**src/rtl/ahb_arb_pkg.sv**
```systemverilog
// Shared types for the AHB-Lite memory arbiter.
// Arbiter states, requester ids and timeout counter sizing.
package ahb_arb_pkg;

    typedef enum logic [1:0] {
        IDLE,
        GNT_I,
        GNT_D
    } arb_state_t;

    typedef enum logic {
        REQ_I,
        REQ_D
    } req_id_t;

    // Counter width able to hold the timeout value; never narrower than 1.
    function automatic int tmo_width(input int tmo);
        return (tmo < 1) ? 1 : $clog2(tmo + 1);
    endfunction

    localparam int TIMEOUT_DEF = 255;
    localparam int TIMEOUT_W   = tmo_width(TIMEOUT_DEF);

endpackage

```
**src/rtl/ahb_rr_pick.sv**
```systemverilog
// Two-way round-robin picker between I-cache and D-cache requests.
// On a tie the requester that was not granted last wins.
module ahb_rr_pick
    import ahb_arb_pkg::*;
(
    input  logic    i_vld_i,
    input  logic    d_vld_i,
    input  req_id_t last_i,
    output logic    valid_o,
    output req_id_t id_o
);

    // Select the winner from the two effective requests.
    always_comb begin
        valid_o = i_vld_i | d_vld_i;
        id_o    = REQ_I;
        unique case ({i_vld_i, d_vld_i})
            2'b11:   id_o = (last_i == REQ_I) ? REQ_D : REQ_I;
            2'b01:   id_o = REQ_D;
            default: id_o = REQ_I;
        endcase
    end

endmodule

```
**src/rtl/ahb_mem_arbiter.sv**
```systemverilog
// Arbiter sharing one AHB-Lite memory port between I and D caches.
// One 4-word transaction per grant, registered done/err, bus-hang timeout.
module ahb_mem_arbiter
    import ahb_arb_pkg::*;
#(
    parameter int ADDR_W  = 32,
    parameter int LINE_W  = 128,
    parameter int TIMEOUT = 255
)(
    input  logic              HCLK,
    input  logic              HRESETn,
    input  logic              i_req,
    input  logic [ADDR_W-1:0] i_addr,
    output logic              i_done,
    output logic              i_err,
    output logic [LINE_W-1:0] i_rdata,
    input  logic              d_req,
    input  logic [ADDR_W-1:0] d_addr,
    input  logic              d_write,
    input  logic [LINE_W-1:0] d_wdata,
    output logic              d_done,
    output logic              d_err,
    output logic [LINE_W-1:0] d_rdata,
    output logic [ADDR_W-1:0] HADDR,
    output logic              HWRITE,
    output logic [LINE_W-1:0] HWDATA,
    input  logic [LINE_W-1:0] HRDATA,
    input  logic              HREADY
);

    localparam int CNT_W = tmo_width(TIMEOUT);
    localparam logic [CNT_W-1:0] CNT_TMO = CNT_W'(TIMEOUT);
    localparam logic [CNT_W-1:0] CNT_MAX = '1;

    arb_state_t        state_q, state_d;
    req_id_t           last_q, last_d;
    logic [CNT_W-1:0]  cnt_q, cnt_d;
    logic              i_done_q, i_done_d;
    logic              i_err_q, i_err_d;
    logic              d_done_q, d_done_d;
    logic              d_err_q, d_err_d;
    logic [LINE_W-1:0] i_rdata_q, i_rdata_d;
    logic [LINE_W-1:0] d_rdata_q, d_rdata_d;

    logic    eff_i;
    logic    eff_d;
    logic    pick_vld;
    req_id_t pick_id;
    logic    tmo_hit;

    // A request whose completion pulse is visible must not be re-granted.
    assign eff_i = i_req & ~i_done_q & ~i_err_q;
    assign eff_d = d_req & ~d_done_q & ~d_err_q;

    assign tmo_hit = (TIMEOUT != 0) && (cnt_q == CNT_TMO);

    ahb_rr_pick u_pick (
        .i_vld_i (eff_i),
        .d_vld_i (eff_d),
        .last_i  (last_q),
        .valid_o (pick_vld),
        .id_o    (pick_id)
    );

    assign i_done  = i_done_q;
    assign i_err   = i_err_q;
    assign i_rdata = i_rdata_q;
    assign d_done  = d_done_q;
    assign d_err   = d_err_q;
    assign d_rdata = d_rdata_q;

    // Next-state, bus drive, completion pulses and timeout counting.
    always_comb begin
        state_d   = state_q;
        last_d    = last_q;
        cnt_d     = cnt_q;
        i_done_d  = 1'b0;
        i_err_d   = 1'b0;
        d_done_d  = 1'b0;
        d_err_d   = 1'b0;
        i_rdata_d = i_rdata_q;
        d_rdata_d = d_rdata_q;
        HADDR     = '0;
        HWRITE    = 1'b0;
        HWDATA    = '0;
        unique case (state_q)
            IDLE: begin
                cnt_d = '0;
                if (pick_vld) begin
                    last_d  = pick_id;
                    state_d = (pick_id == REQ_D) ? GNT_D : GNT_I;
                end
            end
            GNT_I: begin
                HADDR = i_addr;
                if (HREADY) begin
                    state_d   = IDLE;
                    i_done_d  = 1'b1;
                    i_rdata_d = HRDATA;
                end else if (tmo_hit) begin
                    state_d = IDLE;
                    i_err_d = 1'b1;
                end else if (cnt_q != CNT_MAX) begin
                    cnt_d = cnt_q + 1'b1;
                end
            end
            GNT_D: begin
                HADDR  = d_addr;
                HWRITE = d_write;
                HWDATA = d_wdata;
                if (HREADY) begin
                    state_d  = IDLE;
                    d_done_d = 1'b1;
                    if (!d_write) begin
                        d_rdata_d = HRDATA;
                    end
                end else if (tmo_hit) begin
                    state_d = IDLE;
                    d_err_d = 1'b1;
                end else if (cnt_q != CNT_MAX) begin
                    cnt_d = cnt_q + 1'b1;
                end
            end
            default: state_d = IDLE;
        endcase
    end

    // State, grant history, counter and registered responses.
    always_ff @(posedge HCLK or negedge HRESETn) begin
        if (!HRESETn) begin
            state_q   <= IDLE;
            last_q    <= REQ_I;
            cnt_q     <= '0;
            i_done_q  <= 1'b0;
            i_err_q   <= 1'b0;
            d_done_q  <= 1'b0;
            d_err_q   <= 1'b0;
            i_rdata_q <= '0;
            d_rdata_q <= '0;
        end else begin
            state_q   <= state_d;
            last_q    <= last_d;
            cnt_q     <= cnt_d;
            i_done_q  <= i_done_d;
            i_err_q   <= i_err_d;
            d_done_q  <= d_done_d;
            d_err_q   <= d_err_d;
            i_rdata_q <= i_rdata_d;
            d_rdata_q <= d_rdata_d;
        end
    end

endmodule

```
**config.mk**
```make
export PLATFORM = sky130hd
export DESIGN_NAME = ahb_mem_arbiter
export DESIGN_NICKNAME = d
export VERILOG_FILES = /design/src/rtl/ahb_arb_pkg.sv /design/src/rtl/ahb_rr_pick.sv /design/src/rtl/ahb_mem_arbiter.sv
export SDC_FILE = /design/constraint.sdc
export NUM_CORES = 1
export LEC_CHECK = 0
export BUFFER_PORTS_ARGS = -buffer_cell sky130_fd_sc_hd__buf_4
export CORE_AREA = 2 2 291 293
export DETAILED_ROUTE_END_ITERATION = 12
export DIE_AREA = 0 0 293 295
export PLACE_DENSITY_LB_ADDON = 0.08
export SYNTH_ARGS = -nofsm -noshare
export SYNTH_HDL_FRONTEND = slang
export SYNTH_SLANG_ARGS = --single-unit
```
**constraint.sdc**
```tcl
create_clock -name HCLK -period 2.3 [get_ports HCLK]
set_clock_uncertainty 0.15 [all_clocks]
set_input_delay 0.46 -clock HCLK [delete_from_list [all_inputs] [get_ports HCLK]]
set_output_delay 0.46 -clock HCLK [all_outputs]
set_load 0.05 [all_outputs]
```
[Word level (Yosys, flattened, before mapping)]
Cells that the tools add are included.
Word-level totals
  word-level logic and storage cells: 60
  output and inout port bits: 421
  bits of input ports: 326
  latch bits: 0
  bits in registers: 271
  memory bits (writable): 0
  bits in read-only memories: 0
  memories kept: 0
Cells by class
  equal/unequal tests: 11
  divide/modulo/power cells: 0
  bitwise operators: 10
  shifts and indexed selects: 0
  multipliers: 0
  muxes and demuxes: 21
  reductions and logical operators: 8
  add/subtract/negate cells: 1
  order comparisons: 0
Operators by type and width (number)
  two-way mux 128 bit: 1
  case mux 32 bit (2 select lines): 1
  two-way mux 8 bit: 3
  case mux 8 bit (2 select lines): 1
  two-way mux 1 bit: 9
  adder 8 x 1 -> 8 bit, second input constant: 1
  == test 8 bit, second input constant: 1
  two-way mux 2 bit: 4
  inequality test 8 bit, second input constant: 1
  inequality test 2 bit, second input constant: 3
  AND reduction 2 bit: 3
  NOT 1 bit: 5
  AND 1 bit: 4
  == test 2 x 1 -> 1 bit, second input constant: 2
  == test 2 bit, second input constant: 2
  case mux 2 bit (2 select lines): 1
  AND reduction 4 bit: 1
  inequality test 3 x 1 -> 1 bit, second input constant: 1
  AND reduction 3 bit: 1
  logical NOT 2 bit: 1
  inequality test 2 x 1 -> 1 bit, second input constant: 1
  case mux 1 bit (2 select lines): 1
  nonzero test 2 bit: 1
  OR reduction 2 bit: 1
  bitwise OR 1 bit: 1

[Depth between registers and ports, before layout]
Gate-level depths: netlist of the first run.
  word-level depth: 8
  depth in mapped cells: 8
  gate-level depth less buffers: 5

[By module]
From an unflattened synthesis of the first run, not the netlist that was laid out.
Unflattened totals
  cell total of the unflattened synthesis: 845
  area, all modules: 12055.3 um^2
Modules (own cells, without submodules)
  ahb_mem_arbiter: instances 1, cells an instance 843, area an instance 12041.5 um^2
  ahb_rr_pick: instances 1, cells an instance 2, area an instance 13.8 um^2

[Worst setup path before layout of the first run]
Ideal clock, no wire load.
  kind: reg2out
  from: register state_q[0]
  to: output port HADDR[0]
  data required time: 1.690 ns
  cell stages (with the launch flop): 7
  path buffers: 3
  path slack: -0.369 ns
  data arrival time: 2.059 ns
  cells stage by stage: dfrtp_1 inv_1 ha_1 buf_2 clkbuf_1 clkbuf_1 nor2b_1
Between the ends
  longest elaborated chain between the ends: 2
Ends and longest elaborated chain
  start: declaration: line ahb_mem_arbiter.sv:35  | arb_state_t state_q, state_d;
  start signal: assignment: line ahb_mem_arbiter.sv:141  | state_q <= state_d;
  == test 2 bit or == test 2 x 1 -> 1 bit (tied branches): line ahb_mem_arbiter.sv:86  | unique case (state_q)
  case mux 32 bit (2 select lines) *: line ahb_mem_arbiter.sv:86
  end: declaration: line ahb_mem_arbiter.sv:24  | output logic [ADDR_W-1:0] HADDR,
Every way passes the cells marked *; elsewhere a longest branch is shown, timed or not.

[Worst setup path in the final report of the first run]
  from: register state_q[1]
  to: output port HADDR[14]
Same word-level chain as after synthesis.

==> results list, run 1 <==
- Maximum number of pins on one net before global-route repair: 47
* Clock Tree Root: sky130_fd_sc_hd__clkbuf_16
- In this run the standard cell core region covers 83200 um2.
- Fin area: 23900 um2
* Synth warnings: 0
* Final hold vios: 0
* Number of nets in the finished design: about 2100
* Synthesized-area fraction occupied by xor and xnor cells: 0
- The number of placed instances, taps included, is 2661.
- CTS clk-pin slew, worst paths: 0.06 ns
* Final Slew Violations: 0
- Area of the die: 86400 um2
- Compared with the post-synthesis result, the final layout area differs by 95.2%.
* Share of post-route cells with drive strength above 1: 0.687
* Total clock buffers created by CTS: 37
- Beginning of the worst register-to-register path: state_q[0]$_DFFE_PN0P_
- Measured against its own limit, the worst slew margin works out to 0.599.
- Starting density of the core: 0.147
* Largest family of logic cells by synthesized area: multiplexers
* Worst hold path startpoint: HREADY
- Number of enable flip-flop cells after synthesis: 0
- The checks that failed: negative setup slack.
- The layout has 8641 filler cells.
- STA classifies the critical path startpoint as a flip-flop.
- Post-synthesis mux area share: 0.275
- Setup violations remaining at the end of the flow were counted as about 170.
* Setup Crit Path Kind: reg2out
- Post-detailed-route via-to-cell ratio: 3.61
- Sequential cell area: 6780 um2
- Power density over the cells: 1660 nW/um2
* Worst Path Arrival: 2.00 ns
- In this run the critical register-to-register path is captured at d_rdata[49]$_DFFE_PN0P_.
* Vias: 10456
* Time the worst path needs with I/O delays and setup: 2.61 ns
- The number of global-route vias before repair was 11378.
- TritonCTS built the clock tree.
- Final GP Congestion: between 0.9 and 1
* Wire length after detailed routing: 61300 um
* CP Max Fanout: 7
- Y dimension of the die: 295 um
* Gate count after technology mapping: 853
- Async S/R FF share, synth: 1.00
- Unrepaired setup endpoints after global routing: true
* Yosys cell types: between 40 and 50
- The H-tree generated during clock tree synthesis spans 2 levels.
- Worst Setup Slack post-DPL: 0.0890 ns
- Max-cap violations in this run came to 0.
- Met2 wire length: about 29000 um
* Synthesized cell area: 12300 um2
- Largest vdd supply drop: 0.000765 V
* Routed metal-1 wirelength: 24600 um
- The path class of the tightest hold or removal check is in2reg.
- Final critical-path setup slack: -0.315 ns
- ANT nets after route: 0
- Each instance of the synthesized netlist takes up on average 14.4 um2.
* Sequential-to-total area share from yosys stat: 0.553
* Worst-Margin Slew: 0.600 ns
- Of the total synthesized cell area, the portion taken by AND, OR, NAND and NOR gates is 0.102.
- Clock latency reported for the late side of the worst-skew pair: 0.54 ns
* Total nets after synthesis: 1183
- Number of violations reported at the end of detailed-routing iteration 0: 353
- Prevailing post-synth register cell: sky130_fd_sc_hd__dfrtp_1
- The first detailed-routing pass ran for 4 iterations.
- Global-route wire length before repair: 84700 um
- Derived from the worst setup path, the maximum achievable clock frequency is between 300 and 400 MHz.
- Max clock buf depth: 3
- Top Layer Used: met5
- After global routing the overflow that remains totals 0.
- Post-synthesis compound-gate area fraction: 0.0348
- The finished layout holds 2894 standard cells, fillers aside.
- Overall global routing resource usage: 0.133
- Dividing the final minimum period by the clock period gives 1.14.
- Leakage power: between 10 and 15 nW
- PortBufs: 746
- Critical path endpoint category: output port
- Dividing the detail-routed wire length by the instance count gives roughly 21 um.
- Detailed placement ended at an HPWL of approximately 46000 um.
- Setup slack of the worst register-to-register path: -0.05 ns
- Post-place instance area: slightly below 20000 um2
- Run status: complete, but fails checks
* Post-Route Utilization: 0.288
- I/O pin total: 747
- DRC viols: 0
- Synth Register Bits: about 270
- The worst hold path terminates at d_done$_DFF_PN0_.
- Measured in cells, the most critical reg-to-reg path has a length of 10.
* Num rows: 106
* Die extent in x: 293 um
- Total met3 wirelength after detailed routing: 5840 um
- The number of antenna violations at the first check in global routing is 16.
- Of the total synthesized cell area, the portion taken by full adders, half adders and majority gates is 0.00408.
* Critical Path RT: 1.69 ns
- Post-Route Hold Slack: 0.0866 ns
- The clock net in this run drives a total of 271 sinks.
* Worst hold path depth: 2
- Multi-input logic area: about 5600 um2
[power by group]
part	switching, mW	internal (mW)	total, mW
Clock	2.39	3.84	6.22
Sequential	1.39	7.12	8.51
Combinational	15.5	9.49	25.0
[cells in the mapped netlist (all sizes together) (4+ instances only)]
cell type	n	area, um2
nor2b	33	206
nand2b	4	27.5
ha	4	50.1
clkbuf	26	98.8
and2	130	816
nand2	13	51.3
mux2	257	3340
nor3b	4	30.0
buf	32	272
nand3	4	20.0
inv	4	15.0
a22oi	32	240
dfrtp	271	6780
[layer usage]
metal  track usage  up-vias
met4        0.0331       18
li1              -     4834
met1         0.156     5184
met2         0.219      338
met5             0        -
met3        0.0627       82
[worst max path at each step]
stage	startpoint	end	slack, ns
floorplan	state_q[0]$_DFFE_PN0P_	HADDR[0]	-0.12
global placement	state_q[1]$_DFFE_PN0P_	HADDR[15]	0.08
detailed placement	state_q[0]$_DFFE_PN0P_	HWDATA[105]	0.09
CTS	state_q[0]$_DFFE_PN0P_	HWDATA[114]	-0.38
global route	state_q[0]$_DFFE_PN0P_	HADDR[5]	-0.40
finish	state_q[1]$_DFFE_PN0P_	HADDR[14]	-0.31
[placed cells by master, fill, tap and decap left out, drive strengths merged, types with 5 or more instances in the layout]
master / instances
a22oi: 32
and2: 130
buf: 812
bufinv: 5
clkbuf: 58
clkinv: 7
dfrtp: 271
diode: 5
dlygate4sd3: 129
inv: 6
mux2: 257
nand2: 13
nor2b: 33
[kinds of logic after synthesis]
logic type,count (synthesis)
flops,271
mux,260
simple gates,202
buf+inv,62
compound gates,54
fa+ha+maj,4
[state kept, by name (all words and copies together), names as in the netlist]
register and count:
d_rdata 128, i_err 1, last_q 1, i_done 1
state_q 2, d_done 1, cnt_q 8, d_err 1
i_rdata 128
[worst max-delay path, cell delays in order, from the launching register on]
cell and delay (ns):
sky130_fd_sc_hd__dfrtp_1 0.38, sky130_fd_sc_hd__buf_6 0.13, sky130_fd_sc_hd__ha_4 0.21, sky130_fd_sc_hd__buf_16 0.17, sky130_fd_sc_hd__buf_12 0.13, sky130_fd_sc_hd__a22oi_2 0.21
sky130_fd_sc_hd__nor2b_4 0.07, sky130_fd_sc_hd__buf_8 0.15
[per-stage QoR]
stage / TNS (ns) / power, mW
finish: -40.87 / 39.7
global route: -60.29 / 41.5
CTS: -52.40 / 40.1
detailed placement: 0 / 31.7
global placement: 0 / 31.7
floorplan: -0.744 / 23.8
[cell type report]
class / instances / area share
Clock buffer: 52 / 0.0448
Antenna cell: 5 / 0.000523
Tap cell: 1080 / 0.0564
Multi-Input combinational cell: 520 / 0.233
Timing Repair Buffer: 947 / 0.372
Sequential cell: 271 / 0.283
Inverter: 4 / 0.000732
Clock inverter: 15 / 0.00988
[timing repair]
action,4_1_cts,5_1_grt
endpoints found under the hold margin,288,0
setup endpoints to repair,161,225
cloned,8,7
buffers inserted,13,10
hold buffers,129,0
pin swaps,15,19
gates resized for setup,266,55
Note: power is estimated with default switching activity, not from simulation.
==> inputs of run 2 (changes only) <==
clock period = 2.75 ns   (was 2.3 ns; I/O delays follow)
==> results list, run 2 (synthesis gave the netlist of run 1 again) <==
- Post-place instance area: 19300 um2 (-1.6%)
- Most frequent standard cell in the layout excluding fill and tap cells: sky130_fd_sc_hd__buf_4
- The final cell count without fillers came to 2744 (-5.2%).
- The area of all placed cells without fillers is 21400 um2 (-10%).
- Post-Route Hold Slack: 0.0921 ns (+0.00553 ns)
* ANT nets after route: 0 (unchanged)
- Maximum achievable frequency: 374 MHz
* Relative contribution of the clock network to total power: 0.150 (-0.007)
- PortBufs: 746 (unchanged)
- WL/cell: 25.3 um (+19%)
- The worst hold path belongs to the class in2reg.
* Overall global routing resource usage: 0.151 (+0.0178)
- The number of nets at the end of the flow was 1959 (-7.2%).
* Power density over the cells: 1500 nW/um2 (-9.9%)
- The cell-internal power was 16.0 mW (-22%).
- The chip height was 295 um (unchanged).
- Die extent in x: 293 um (unchanged)
- The number of placed instances with taps included came to 2649 (-0.45%).
* CTS clk-pin slew, worst paths: 0.06 ns (about the same)
- Wire length after detailed routing: 69400 um (+13%)
- The number of I/O pins is 747 (unchanged).
- The core outline area came to 83200 um2 (unchanged).
- The via-per-instance ratio is 3.66 (+1.4%).
- Total clock buffers created by CTS: 37 (unchanged)
- The number of clock sinks is 271 (unchanged).
* Net switching power: 16.1 mW (-17%)
- Switching power as a share of total power: 0.502 (+0.0164)
- Area of the die: 86400 um2 (unchanged)
* Worst Path Arrival: 1.97 ns (-0.03 ns)
- In the layout the commonest cells are sky130_fd_sc_hd__buf_4 (680), sky130_fd_sc_hd__dfrtp_1 (269), sky130_fd_sc_hd__mux2_2 (137).
* Area grow syn2layout: 74.8%
- The worst setup path is captured at an output port.
- The slack of the worst reg-to-reg path was 0.56 ns (+0.61 ns).
- Setup Crit Path Kind: reg2out
- Clock tree from TritonCTS: done
- Worst-Margin Slew: 0.742 ns (+0.143 ns)
* Final setup violation count: 0 (-100%)
- The number of rows in the core area came to 106 (unchanged).
- Comb power frac: 0.628 (about the same)
- Slowest-stage cell, CP: sky130_fd_sc_hd__dfrtp_2
* Starting density of the core: 0.147 (unchanged)
- Number of global-route vias before repair: 10721 (-5.8%)
- The number of pins exceeding their max-slew limit in the final report came to 0 (unchanged).
* Run status: finished, final reports clean
- CP Max Fanout: 16 (+9)
- Peak per-stage delay on the critical path: 0.42 ns (+0.04 ns)
- Share of post-route cells with drive strength above 1: 0.706 (+0.0187)
* Maximum number of pins on one net before global-route repair: 54 (+15%)
* Unrepaired setup endpoints after global routing: true
* CTS H-Tree Depth: 2 (unchanged)
* Antenna violations before repair: 13 (-3)
* Number of violations reported at the end of detailed-routing iteration 0: 344 (-2.5%)
- Period utilisation layout: 0.973
- The endpoint required time on the critical path came to 2.05 ns (+0.36 ns).
- The clock latency on the worst-skew pair is 0.53 ns (about the same).
* Gr ovfl total: 0 (unchanged)
* Vias: 10049 (-3.9%)
- STA classifies the critical path startpoint as a flip-flop.
- Max-capacitance violation count: 0 (unchanged)
* Final sum of negative setup slack: 0 ns (+40.87 ns)
- Pre-antenna DRT Iters: 7 (+3)
- Max clock buf depth: 3 (unchanged)
- The cell that appears most often on the critical path is sky130_fd_sc_hd__buf_4.
* Final GP Congestion: 0.985 (+6.7%)
- The total DRC errors in the routed layout was 0 (unchanged).
* Global-route wire length before repair: 90900 um (+7.3%)
- The relative slew slack was 0.505 (-0.0942).
* Leakage power: 10.4 nW (-9.1%)
- The fraction of power consumed by sequential logic came to 0.222 (+0.008).
- Final hold vios: 0 (unchanged)
- Cell-by-cell trace of the critical path: buf_4, ha_4, buf_12, a22oi_1, nor2b_2, buf_4
- The post-DP HPWL was 54300 um (+17%).
- Clock Tree Root: sky130_fd_sc_hd__clkbuf_16
* Time the worst path needs with I/O delays and setup: 2.67 ns
- The worst vdd rail ir drop is 0.000598 V (-22%).
-- run 2: cell types whose count changed in the layout (fill, tap and decap cells not counted), moves of 29 or more --
cell                            delta
sky130_fd_sc_hd__and2_1           +36
sky130_fd_sc_hd__and2_4           -36
sky130_fd_sc_hd__buf_4            +66
sky130_fd_sc_hd__buf_6            -29
sky130_fd_sc_hd__buf_8            -45
sky130_fd_sc_hd__dlygate4sd3_1   -128
-- run 2: stage by stage --
| stage | total power, mW | setup WS, ns | utilization |
|---|---|---|---|
| floorplan | 19.7 | 0.199 | - |
| global placement | 26.5 | 0.485 | 0.233 |
| detailed placement | 26.5 | 0.498 | 0.233 |
| CTS | 31.9 | -0.0240 | 0.250 |
| global route | 33.5 | -0.0113 | 0.258 |
| finish | 32.1 | 0.0756 | 0.258 |
-- run 2: path summary, 6_finish.rpt --
| kind | start | end | cells past startpoint |
|---|---|---|---|
| worst max-delay path | state_q[0]$_DFFE_PN0P_ | HADDR[8] | 6 |
| worst min-delay path | HRDATA[44] | d_rdata[44]$_DFFE_PN0P_ | 2 |
| worst max register to register | state_q[0]$_DFFE_PN0P_ | i_rdata[116]$_DFFE_PN0P_ | 5 |
| worst min register to register | i_rdata[91]$_DFFE_PN0P_ | i_rdata[91]$_DFFE_PN0P_ | 1 |
| max in group asynchronous | HRESETn | i_rdata[98]$_DFFE_PN0P_ | 4 |
| min in group asynchronous | HRESETn | d_rdata[60]$_DFFE_PN0P_ | 2 |
-- run 2: power by group through the flow --
stage / clock [mW] / combinational (mW) / sequential (mW)
3_5_place_dp: 0 / 19.4 / 7.12
6_report: 4.82 / 20.1 / 7.10
3_3_place_gp: 0 / 19.3 / 7.13
5_1_grt: 5.22 / 20.9 / 7.39
2_1_floorplan: 0 / 5.98 / 13.7
4_1_cts: 5.07 / 19.7 / 7.14
-- run 2: what timing repair did --
action,in CTS,in global routing
setup endpoints to repair,100,128
gates cloned,4,9
buffers inserted,2,5
hold endpoints to repair,38,0
resized for setup,17,96
hold buffers,1,0
-- run 2: cell type report --
| type | instances | area (um2) |
|---|---|---|
| fill | 8846 | 61700 |
| clock inverter | 7 | 111 |
| antenna | 12 | 30.0 |
| sequential | 271 | 6780 |
| inverter | 4 | 17.5 |
| multi-input combinational | 520 | 5280 |
| timing repair buffer | 795 | 6770 |
| tap | 1080 | 1350 |
| clock buffer | 55 | 1090 |
-- run 2: critical path, delay by kind of cell, from the launching register on --
family / cells / cell delay (ns)
fa+ha+maj: 1 / 0.19
buf+inv: 3 / 0.51
compound gates: 1 / 0.24
flops: 1 / 0.42
simple gates: 1 / 0.07
-- run 2: metal layers --
layer	global-route usage	share of wire
met1	0.164	0.38
met2	0.270	0.52
met3	0.0581	0.086
met4	0.0454	0.022
met5	0.0144	0.00019
